--- src/rtl/clk_freq_meter_pkg.sv ---
// Shared constants for the frequency meter: FSM encoding and the default gate
// length, which the clock divider also uses as its toggle constant.
package clk_freq_meter_pkg;

    localparam int unsigned DEFAULT_GATE_CYCLES = 50_000_000;

    localparam logic [1:0] ST_IDLE    = 2'd0;
    localparam logic [1:0] ST_MEASURE = 2'd1;
    localparam logic [1:0] ST_DONE    = 2'd2;

    function automatic logic is_busy(input logic [1:0] st);
        return (st == ST_MEASURE) || (st == ST_DONE);
    endfunction

endpackage

--- src/rtl/clk_freq_meter_if.sv ---
// Control and result bundle between a measurement requester and the meter.
interface clk_freq_meter_if #(
    parameter int CNT_W = 32
);
    logic             start;
    logic             continuous;
    logic             busy;
    logic [CNT_W-1:0] freq_count;
    logic             valid;
    logic             overflow;

    modport master (
        output start, continuous,
        input  busy, freq_count, valid, overflow
    );

    modport slave (
        input  start, continuous,
        output busy, freq_count, valid, overflow
    );
endinterface

--- src/rtl/clk_freq_meter_sync_edge_detect.sv ---
// Multi-flop synchronizer for an asynchronous input followed by a rising-edge
// detector producing a single-cycle pulse in the clk_in domain.
module sync_edge_detect #(
    parameter int SYNC_STAGES = 2
) (
    input  logic clk_in,
    input  logic rst,
    input  logic d_async,
    output logic rise_p
);
    logic [SYNC_STAGES-1:0] sync_q;
    logic [SYNC_STAGES-1:0] sync_d;
    logic                   prev_q;
    logic                   prev_d;

    always_comb begin
        sync_d = {sync_q[SYNC_STAGES-2:0], d_async};
        prev_d = sync_q[SYNC_STAGES-1];
    end

    always_ff @(posedge clk_in or posedge rst) begin
        if (rst) begin
            sync_q <= '0;
            prev_q <= 1'b0;
        end else begin
            sync_q <= sync_d;
            prev_q <= prev_d;
        end
    end

    assign rise_p = sync_q[SYNC_STAGES-1] & ~prev_q;

endmodule

--- src/rtl/clk_freq_meter.sv ---
// Gated edge counter: counts rising edges of sig_in over GATE_CYCLES clk_in
// cycles and presents the result with a one-cycle valid strobe.
module clk_freq_meter
    import clk_freq_meter_pkg::*;
#(
    parameter int unsigned GATE_CYCLES = DEFAULT_GATE_CYCLES,
    parameter int          CNT_W       = 32,
    parameter int          GATE_W      = 33,
    parameter int          SYNC_STAGES = 2
) (
    input  logic            clk_in,
    input  logic            rst,
    input  logic            sig_in,
    clk_freq_meter_if.slave bus
);
    localparam logic [GATE_W-1:0] GATE_LAST = GATE_W'(GATE_CYCLES - 1);

    logic              edge_p;
    logic [1:0]        state_q, state_d;
    logic [GATE_W-1:0] gate_q,  gate_d;
    logic [CNT_W-1:0]  edge_q,  edge_d;
    logic              sat_q,   sat_d;
    logic [CNT_W-1:0]  freq_q,  freq_d;
    logic              ovf_q,   ovf_d;
    logic              valid_q, valid_d;
    logic              busy_q,  busy_d;

    sync_edge_detect #(
        .SYNC_STAGES(SYNC_STAGES)
    ) u_sync (
        .clk_in (clk_in),
        .rst    (rst),
        .d_async(sig_in),
        .rise_p (edge_p)
    );

    always_comb begin
        state_d = state_q;
        gate_d  = gate_q;
        edge_d  = edge_q;
        sat_d   = sat_q;
        freq_d  = freq_q;
        ovf_d   = ovf_q;
        valid_d = 1'b0;
        case (state_q)
            ST_IDLE: begin
                if (bus.start || bus.continuous) begin
                    gate_d  = '0;
                    edge_d  = '0;
                    sat_d   = 1'b0;
                    state_d = ST_MEASURE;
                end
            end
            ST_MEASURE: begin
                gate_d = gate_q + 1'b1;
                if (edge_p) begin
                    if (&edge_q) sat_d  = 1'b1;
                    else         edge_d = edge_q + 1'b1;
                end
                // Result is captured on entry to DONE so valid and freq_count
                // are both high during the DONE cycle, including the last edge.
                if (gate_q == GATE_LAST) begin
                    state_d = ST_DONE;
                    freq_d  = edge_d;
                    ovf_d   = sat_d;
                    valid_d = 1'b1;
                end
            end
            ST_DONE: begin
                if (bus.continuous) begin
                    gate_d  = '0;
                    edge_d  = '0;
                    sat_d   = 1'b0;
                    state_d = ST_MEASURE;
                end else begin
                    state_d = ST_IDLE;
                end
            end
            default: state_d = ST_IDLE;
        endcase
        busy_d = is_busy(state_d);
    end

    always_ff @(posedge clk_in or posedge rst) begin
        if (rst) begin
            state_q <= ST_IDLE;
            gate_q  <= '0;
            edge_q  <= '0;
            sat_q   <= 1'b0;
            freq_q  <= '0;
            ovf_q   <= 1'b0;
            valid_q <= 1'b0;
            busy_q  <= 1'b0;
        end else begin
            state_q <= state_d;
            gate_q  <= gate_d;
            edge_q  <= edge_d;
            sat_q   <= sat_d;
            freq_q  <= freq_d;
            ovf_q   <= ovf_d;
            valid_q <= valid_d;
            busy_q  <= busy_d;
        end
    end

    assign bus.busy       = busy_q;
    assign bus.freq_count = freq_q;
    assign bus.valid      = valid_q;
    assign bus.overflow   = ovf_q;

endmodule
--- src/flat_wrapper.sv ---
// flat-port wrapper written by rule: the top's interface ports become plain ports
module clk_freq_meter_flat import clk_freq_meter_pkg::*;
#(
    parameter int unsigned GATE_CYCLES = DEFAULT_GATE_CYCLES,
    parameter int          CNT_W       = 32,
    parameter int          GATE_W      = 33,
    parameter int          SYNC_STAGES = 2
)
  (clk_in, rst, sig_in, bus_start, bus_continuous, bus_busy, bus_freq_count, bus_valid, bus_overflow);
  clk_freq_meter_if #(.CNT_W(CNT_W)) bus_i ();
  input  logic clk_in;
  input  logic rst;
  input  logic sig_in;
  input wire logic [$bits(bus_i.start)-1:0] bus_start;
  input wire logic [$bits(bus_i.continuous)-1:0] bus_continuous;
  output wire logic [$bits(bus_i.busy)-1:0] bus_busy;
  output wire logic [$bits(bus_i.freq_count)-1:0] bus_freq_count;
  output wire logic [$bits(bus_i.valid)-1:0] bus_valid;
  output wire logic [$bits(bus_i.overflow)-1:0] bus_overflow;
  assign bus_i.start = bus_start;
  assign bus_i.continuous = bus_continuous;
  assign bus_busy = bus_i.busy;
  assign bus_freq_count = bus_i.freq_count;
  assign bus_valid = bus_i.valid;
  assign bus_overflow = bus_i.overflow;
  clk_freq_meter #(.GATE_CYCLES(GATE_CYCLES), .CNT_W(CNT_W), .GATE_W(GATE_W), .SYNC_STAGES(SYNC_STAGES)) u_core (.clk_in(clk_in), .rst(rst), .sig_in(sig_in), .bus(bus_i));
endmodule
--- config.mk ---
export PLATFORM = sky130hd
export DESIGN_NAME = clk_freq_meter_flat
export DESIGN_NICKNAME = d
export VERILOG_FILES = /design/src/rtl/clk_freq_meter_pkg.sv /design/src/rtl/clk_freq_meter_if.sv /design/src/rtl/clk_freq_meter_sync_edge_detect.sv /design/src/rtl/clk_freq_meter.sv /design/src/flat_wrapper.sv
export SDC_FILE = /design/constraint.sdc
export NUM_CORES = 1
export LEC_CHECK = 0
export BUFFER_PORTS_ARGS = -buffer_cell sky130_fd_sc_hd__clkbuf_2
export CORE_UTILIZATION = 30
export CTS_BUF_LIST = sky130_fd_sc_hd__clkbuf_8
export DETAILED_ROUTE_END_ITERATION = 16
export GPL_TIMING_DRIVEN = 0
export PLACE_DENSITY_LB_ADDON = 0.1
export SKIP_LAST_GASP = 1
export SLEW_MARGIN = 25
export SYNTH_ARGS = -nofsm -noshare
export SYNTH_HDL_FRONTEND = slang
export SYNTH_SLANG_ARGS = --single-unit
--- constraint.sdc ---
create_clock -name clk_in -period 3.45 [get_ports clk_in]
set_input_delay 0.345 -clock clk_in [delete_from_list [all_inputs] [get_ports clk_in]]
set_output_delay 0.345 -clock clk_in [all_outputs]
set_load 0.01 [all_outputs]
; Yosys cells after proc, flatten, opt, wreduce, memory -nomap -nowiden
; Index checks and enable logic that the tools add are counted.
[word_totals]
ram_bits = 0
output_inout_bits = 35
register_bits = 106
inputBits = 5
mem_bits_ro = 0
elab_cells = 47
latchBits = 0
n_memories = 0
[op_classes]
n_addsub = 2
bitwise = 2
n_reduce_logical = 7
n_eq_ne = 7
n_div = 0
mul = 0
mux = 19
shift = 0
n_lt_le_gt_ge = 0
[op_table]
columns = op, n
row1 = 32-bit two-way mux, 4
row2 = 33-bit case mux with 3 select lines, 1
row3 = 32-bit case mux with 3 select lines, 1
row4 = 33-bit two-way mux, 2
row5 = 33-bit by 1-bit adder with 33-bit output (second input constant), 1
row6 = 33-bit by 26-bit equality test with 1-bit output (second input constant), 1
row7 = 32-bit by 1-bit adder with 32-bit output (second input constant), 1
row8 = 32-bit AND reduction, 1
row9 = 1-bit two-way mux, 7
row10 = 2-bit case mux with 3 select lines, 1
row11 = 2-bit by 1-bit equality test with 1-bit output (second input constant), 2
row12 = 2-bit equality test (second input constant), 2
row13 = 2-bit two-way mux, 2
row14 = 1-bit case mux with 3 select lines, 1
row15 = 3-bit AND reduction, 1
row16 = 3-bit nonzero test, 1
row17 = 2-bit logical NOT, 1
row18 = 1-bit logical OR, 2
row19 = 2-bit by 1-bit != test with 1-bit output (second input constant), 1
row20 = 2-bit != test (second input constant), 1
row21 = 2-bit AND reduction, 1
row22 = 1-bit bitwise AND, 1
row23 = 1-bit inverter, 1

; Depth between registers and ports, before layout
; Gate-level depths: netlist (run 1).
[logic_depth]
ltp_word = 5
ltp_mapped = 9
mapped_depth_nobuf = 7

; Hierarchy
; A second synthesis (run 1) with hierarchy kept.
[unflattened]
cells_unflattened = 617
area_unflattened_um2 = 5666.7
[modules_own_cells]
columns = module, instances, area_each_um2, seq_area_each_um2, cells_each
row1 = clk_freq_meter, 1, 5574.1, 2577.5, 612
row2 = sync_edge_detect, 1, 92.6, 75.1, 5

; Least setup slack after synthesis (run 1)
; No wires, ideal clock.
[synth_path]
kind = register to register
start = register u_core.u_sync.prev_q
end = register u_core.edge_q[25]
stages_incl_launch_ff = 7
n_path_buf = 0
synth_period_minus_slack_ps = 2033
required_ps = 3367
path_slack_ps = 1417
t_arrival_ps = 1950
setup_time_ps = 83
cell_sequence = dfrtp_1 > nand4b_2 > nor4_4 > o21ai_4 > or4_4 > or3_1 > o21ai_0
[synth_between]
elab_chain_cells = 4
[synth_lines]
columns = element, line
row1 = start: declaration, clk_freq_meter_sync_edge_detect.sv:13  ; logic prev_q;
row2 = start signal: assignment, clk_freq_meter_sync_edge_detect.sv:27  ; prev_q <= prev_d;
row3 = 1-bit inverter, clk_freq_meter_sync_edge_detect.sv:31  ; assign rise_p = sync_q[SYNC_STAGES-1] & ~prev_q;
row4 = 1-bit bitwise AND, clk_freq_meter_sync_edge_detect.sv:31
row5 = 32-bit two-way mux, clk_freq_meter.sv:56  ; if (edge_p) begin
row6 = 32-bit case mux with 3 select lines, clk_freq_meter.sv:45  ; case (state_q)
row7 = end signal: assignment, clk_freq_meter.sv:97  ; edge_q <= edge_d;
row8 = end: declaration, clk_freq_meter.sv:21  ; logic [CNT_W-1:0] edge_q, edge_d;
; No other way between the ends.
; A chain may end at the register's enable or synchronous reset.

; Worst setup path after layout (run 1)
[layout_path]
start = register u_core.gate_q[29]
end = register u_core.freq_q[27] (netlist: u_core.bus.freq_count[27])
[layout_between]
elab_chain_cells = 2
[layout_lines]
columns = element, line
row1 = start: declaration, clk_freq_meter.sv:20  ; logic [GATE_W-1:0] gate_q, gate_d;
row2 = start signal: assignment, clk_freq_meter.sv:96  ; gate_q <= gate_d;
row3 = 33-bit by 26-bit equality test with 1-bit output, clk_freq_meter.sv:62  ; if (gate_q == GATE_LAST) begin
row4 = 2-bit AND reduction (no source line), --
row5 = end signal: assignment, clk_freq_meter.sv:99  ; freq_q <= freq_d;
row6 = end: declaration, clk_freq_meter.sv:23  ; logic [CNT_W-1:0] freq_q, freq_d;
; No other way between the ends.

==> results of run 1 <==
-- report_power, final --
group	internal, mW	switching (mW)
Sequential	1.34	0.122
Combinational	0.147	0.204
Clock	0.394	0.440
-- layout by cell type (no fill, tap or decap), drive strengths merged, types with 19 or more instances in the layout --
| cell type | count |
|---|---|
| dfrtp | 106 |
| clkbuf | 74 |
| nand2 | 71 |
| o21ai | 61 |
| nor2 | 48 |
| xor2 | 40 |
| nand3 | 27 |
| xnor2 | 20 |
| nand4 | 20 |
| a21oi | 19 |
-- worst register-to-register path, cell delays in order (launching register included) --
cell and delay [ps]:
dfrtp_1 420, nor4_1 430, nand4_1 190, nor4_1 440
nand2_1 290, clkbuf_1 360, clkbuf_1 360, nand2_1 140
o21ai_0 90
-- Yosys cell counts, types with 3 or more instances --
cell type / instances
buf_2: 7
nand2_1: 71
and2_1: 3
nand4_2: 3
or3_1: 4
nor3_1: 10
o21ai_0: 57
a41oi_1: 3
a21oi_1: 19
nor2_1: 48
a31oi_1: 14
nand3_1: 27
o21ai_1: 3
nand2b_1: 4
o22ai_1: 3
a22o_1: 6
and3_1: 12
nor4_1: 5
and4_1: 9
xor2_1: 40
o31ai_1: 7
inv_1: 14
nand4_1: 16
dfrtp_1: 106
clkbuf_1: 22
xnor2_1: 20
-- cell type report --
cell class | instances | area, sq um | area share [%]
Multi-Input combinational cell | 414 | 2520 | 41.5
Timing Repair Buffer | 41 | 233 | 3.82
Sequential cell | 106 | 2650 | 43.6
Tap cell | 225 | 282 | 4.63
Buffer | 30 | 123 | 2.01
Clock inverter | 4 | 50.0 | 0.822
Clock buffer | 12 | 165 | 2.71
Inverter | 14 | 57.6 | 0.946
-- cells by family (layout without fill, tap and decap cells) --
| kind of cell | Yosys count | count (layout) | synth area share, % |
|---|---|---|---|
| and+or+nand+nor | 227 | 227 | 22.7 |
| muxes | 1 | 1 | 0.187 |
| AOI/OAI and AO/OA | 124 | 124 | 14.0 |
| adders and majority gates | 2 | 2 | 0.468 |
| DFF | 106 | 106 | 49.6 |
| buffers and inverters | 44 | 101 | 3.27 |
| xor gates and xnor gates | 60 | 60 | 9.82 |
-- layer usage --
layer / wire [microns] / part of all wire, % / track usage (%)
met1: 6630 / 48 / 22.3
met4: 202 / 1.5 / 6.49
met5: 0 / 0 / 0
met2: 6510 / 47 / 26.4
met3: 496 / 3.6 / 2.43
-- path summary, 6_finish.rpt --
path                                    startpoint                   endpoint  slack [ps]  cells past startpoint
min in group asynchronous                      rst   u_core.bus.freq_count[7]         480                      3
setup / recovery                 u_core.gate_q[29]  u_core.bus.freq_count[27]         590                      8
max in group asynchronous                      rst          u_core.edge_q[19]        2290                      4
hold / removal                              sig_in    u_core.u_sync.sync_q[0]          60                      1
hold reg to reg            u_core.u_sync.sync_q[0]    u_core.u_sync.sync_q[1]         360                      0
setup reg to reg                 u_core.gate_q[29]  u_core.bus.freq_count[27]         590                      8
-- flip-flops by register name, indices dropped and copies added, names as in the netlist --
name                   count
u_core.bus.busy            1
u_core.u_sync.sync_q       2
u_core.sat_q               1
u_core.bus.freq_count     32
u_core.bus.overflow        1
u_core.state_q             2
u_core.bus.valid           1
u_core.u_sync.prev_q       1
u_core.edge_q             32
u_core.gate_q             33
==> metrics, run 1 <==
PortBufs=39; count of state elements after synthesis=106; Routed Antenna Nets=0; Mapped Cells=564; Post-synth EDFFs=0; Slew HR=34.4%; Final Max Tran Viols=0; CP arrival=3100 ps; Setup crit end kind=register; Yosys cell types=50; row cnt=48; largest net degree at the start of global routing=73; final worst slack=593 ps; die area=18400 sq um; Setup Crit Path Kind=register to register; final core utilization=35.1%; max cap viols=0; Clock Latency Late Sink=390 ps; synth top area cells=dfrtp_1, xor2_1, o21ai_0; Slew @ Worst Pin=974 ps; slowest stage delay, CP=440 ps; skew final=15.7 ps; Power Total=2.65 mW; Worst setup SP type=register; min cycle time layout=2860 ps; leak pwr=2.67 nW; I/O Pins=40; CTS tree=yes; main flop type after synthesis=dfrtp_1; ys async rst share=100%; Finished Cell Area=6090 sq um; Post-DP HPWL=9590 microns; placed cell count=829; Post-CTS Hold Fix Bufs=1; H-tree levels=3; CTS clock-pin slew for the worst setup and hold paths=100 ps; postcts setup bufs=0; Detailed Route WL=13800 microns; post-place instance area=5860 sq um; initial antenna violation count=0; core area=17400 sq um; Final Hold Viols=0; crit share post-route=82.8%; highest achievable clock rate=350 MHz; PD cells=435 nW/um^2; # nets final=623; Worst path slowest cell=nor4_1; CTS Sinks=106; maximum vdd drop=171 uV; Wirelength per Cell=16.4 microns; CP max FO=10; critical path data required time=3690 ps; vias in the first global route=4245; CTS buffer count=9; final estimated routing congestion in global placement=0.803; die height=136 microns; Finished Layout Cells=846; first-pass GRT wire length=23000 microns; CP delay by family, top=simple AND/OR/NAND/NOR gates; post-synth design cell area=5350 sq um; Hold Crit Class=primary input to register; clk buf depth=2; sequential area share after synthesis=49.6%; final setup vio count=0; Worst Path Buf+Inv=2; Synthesis Warnings=0; RSZ-0062 raised after global routing=no; worst slack, placed=562 ps; status=completed; DRC=0; cell taking the most area after synthesis=dfrtp_1; layout cells sized above 1=13.0%; TNS Setup=0 ps; chip width=136 microns; drt first pass iters=4; Layout fillers=1778; vias per inst=5.00; clock root buffer master=clkbuf_8; Avg Inst Size Synth=9.49 sq um; worst-path cell chain=nor4_1 -> nand4_1 -> nor4_1 -> nand2_1 -> clkbuf_1 -> clkbuf_1 -> nand2_1 -> o21ai_0; Vias=4233; # diodes=0; total global-route track usage=16.5%; Area growth syn-to-layout=13.7%; syn_nets=571; Synth top area share=49.6%; hold slack=58.9 ps; PostCTS Resize Cnt=0; total grt overflow=0; Initial Utilization=30.8%; initial drt markers=244
No activity file was read; power rests on OpenSTA's default activity.
==> run 2: changes to the inputs <==
==> constraint.sdc (replaced) <==
create_clock -name clk_in -period 2.7 [get_ports clk_in]
set_input_delay 0.27 -clock clk_in [delete_from_list [all_inputs] [get_ports clk_in]]
set_output_delay 0.27 -clock clk_in [all_outputs]
set_load 0.01 [all_outputs]
==> metrics, run 2 (synthesis gave the netlist of run 1 again) <==
most frequent cells in the layout=dfrtp_1, nand2_1, o21ai_0 (unchanged); Slew HR=40.7% (was 34.4%); first-pass GRT wire length=23200 microns (was 23000 microns); max layer used=met4 (unchanged); die height=136 microns (unchanged); Area growth syn-to-layout=15.4% (was 13.7%); Initial Utilization=30.8% (unchanged); hold path endpoint=u_core.state_q[0] (was u_core.u_sync.sync_q[0]); Clock Latency Late Sink=400 ps (was 390 ps); Worst R2R Setup Slack=250 ps (was 590 ps); hold path startpoint=bus_continuous (was sig_in); Reg2Reg Capture Point=u_core.bus.freq_count[27] (unchanged); skew final=15.6 ps (was 15.7 ps); # nets final=627 (was 623); vias in the first global route=4265 (was 4245); Post-DP HPWL=9980 microns (was 9590 microns); Routed Antenna Nets=0 (unchanged); max cap viols=0 (unchanged); initial antenna violation count=0 (unchanged); min cycle time layout=2450 ps (was 2860 ps); placed cell count=832 (was 829); PortBufs=39 (unchanged); Wirelength per Cell=16.5 microns (was 16.4 microns); hold depth=3 (was 1); highest achievable clock rate=408 MHz (was 350 MHz); final setup vio count=0 (unchanged); reg2reg start=u_core.gate_q[12] (was u_core.gate_q[29]); Vias=4274 (was 4233); CTS Sinks=106 (unchanged); CTS buffer count=9 (unchanged); core area=17400 sq um (unchanged); CTS tree=yes (unchanged); CP max FO=10 (unchanged); Slew @ Worst Pin=881 ps (was 974 ps); final estimated routing congestion in global placement=0.764 (was 0.803); total grt overflow=0 (unchanged); routed length on met2=6430 microns (was 6510 microns); Reg with most FFs=u_core.gate_q (unchanged); H-tree levels=3 (unchanged); DRC=0 (unchanged); CP arrival=2700 ps (was 3100 ps); PD cells=547 nW/um^2 (was 435 nW/um^2); critical path data required time=2950 ps (was 3690 ps); chip width=136 microns (unchanged); largest net degree at the start of global routing=29 (was 73); leak pwr=2.70 nW (was 2.67 nW); Hold Crit Class=primary input to register (unchanged); drt first pass iters=4 (unchanged); maximum vdd drop=219 uV (was 171 uV); Setup crit end kind=register (unchanged); crit share post-route=90.7% (was 82.8%); Worst setup SP type=register (unchanged); met1 WL=7000 microns (was 6630 microns); Setup Crit Path Kind=register to register (unchanged); commonest non-fill, non-tap cell in the layout=dfrtp_1 (unchanged); layout cells sized above 1=14.6% (was 13.0%); total global-route track usage=16.6% (was 16.5%); die area=18400 sq um (unchanged); final worst slack=250 ps (was 593 ps); Final Max Tran Viols=0 (unchanged); RSZ-0062 raised after global routing=no (unchanged); status=completed (unchanged); clk buf depth=2 (unchanged); clock root buffer master=clkbuf_8 (unchanged); Detailed Route WL=14000 microns (was 13800 microns); row cnt=48 (unchanged); post-place instance area=5920 sq um (was 5860 sq um); R2R cell count=9 (was 8); Power Total=3.38 mW (was 2.65 mW); Finished Cell Area=6170 sq um (was 6090 sq um); max FFs per register=33 (unchanged); worst slack, placed=-234 ps (was 562 ps); CTS clock-pin slew for the worst setup and hold paths=100 ps (about the same); # diodes=0 (unchanged); Final Hold Viols=0 (unchanged); I/O Pins=40 (unchanged); vias per inst=5.03 (was 5.00); initial drt markers=213 (was 244); Finished Layout Cells=850 (was 846); postcts setup bufs=0 (unchanged); met3 WL=304 microns (was 496 microns); Layout fillers=1785 (was 1778)
## run 2: cell count changes in the layout (fill, tap and decap cells not counted), sizes merged
cell	delta
clkbuf	-3
clkinvlp	+2
buf	+4
dlygate4sd3	+1
## run 2: worst max-delay path by stage
stage | start | slack (ps) | end | cells after the start
after floorplan | u_core.u_sync.prev_q | 670 | u_core.edge_q[25] | 6
after global placement | u_core.gate_q[29] | -200 | u_core.bus.freq_count[28] | 8
after detailed placement | u_core.gate_q[29] | -230 | u_core.bus.freq_count[28] | 8
after CTS | u_core.gate_q[29] | 10 | u_core.bus.freq_count[6] | 8
after global routing | u_core.gate_q[12] | 40 | u_core.bus.freq_count[27] | 9
final | u_core.gate_q[12] | 250 | u_core.bus.freq_count[27] | 9
## run 2: cell type report
| class | instances | area [sq um] | share of cell area, % |
|---|---|---|---|
| tap | 225 | 282 | 4.56 |
| multi-input combinational | 414 | 2550 | 41.3 |
| sequential | 106 | 2650 | 43.0 |
| inverter | 14 | 56.3 | 0.912 |
| timing repair buffer | 45 | 303 | 4.90 |
| clock buffer | 10 | 138 | 2.23 |
| clock inverter | 6 | 66.3 | 1.07 |
| buffer | 30 | 126 | 2.05 |
## run 2: per-layer routing
layer | vias to the layer above | global-route usage, %
li1 | 2101 | -
met1 | 2102 | 23.4
met2 | 53 | 25.5
met3 | 18 | 2.24
met4 | 0 | 6.93
met5 | - | 0
## run 2: report_power, final
group          internal, mW  switching [mW]  leakage [nW]  total [mW]
clock                 0.456           0.594         0.100        1.05
sequential             1.71           0.155          1.34        1.87
combinational         0.199           0.260          1.26       0.459
## run 2: timing repair
item,in CTS,in global routing
pin swaps,0,0
hold buffers,2,0
endpoints found under the setup margin,20,25
gates resized for setup,3,7
hold endpoints to repair,13,0
gates cloned,0,0
## run 2: critical path: stages, from the launching register on
cell and delay [ps]:
dfrtp_1 330, buf_2 190, and3_1 270, nand4_1 220, nor4_2 420, nand2_2 190
buf_2 250, clkbuf_2 250, nand2_1 110, o21ai_0 80
## run 2: through the flow
| step | hold slack [ps] | util, % | TNS [ps] |
|---|---|---|---|
| floorplan | 301 | - | 0 |
| global placement | 343 | 33.6 | -2520 |
| detailed placement | 269 | 34.1 | -3180 |
| CTS | 217 | 35.4 | 0 |
| global route | 271 | 35.6 | 0 |
| finish | 255 | 35.6 | 0 |
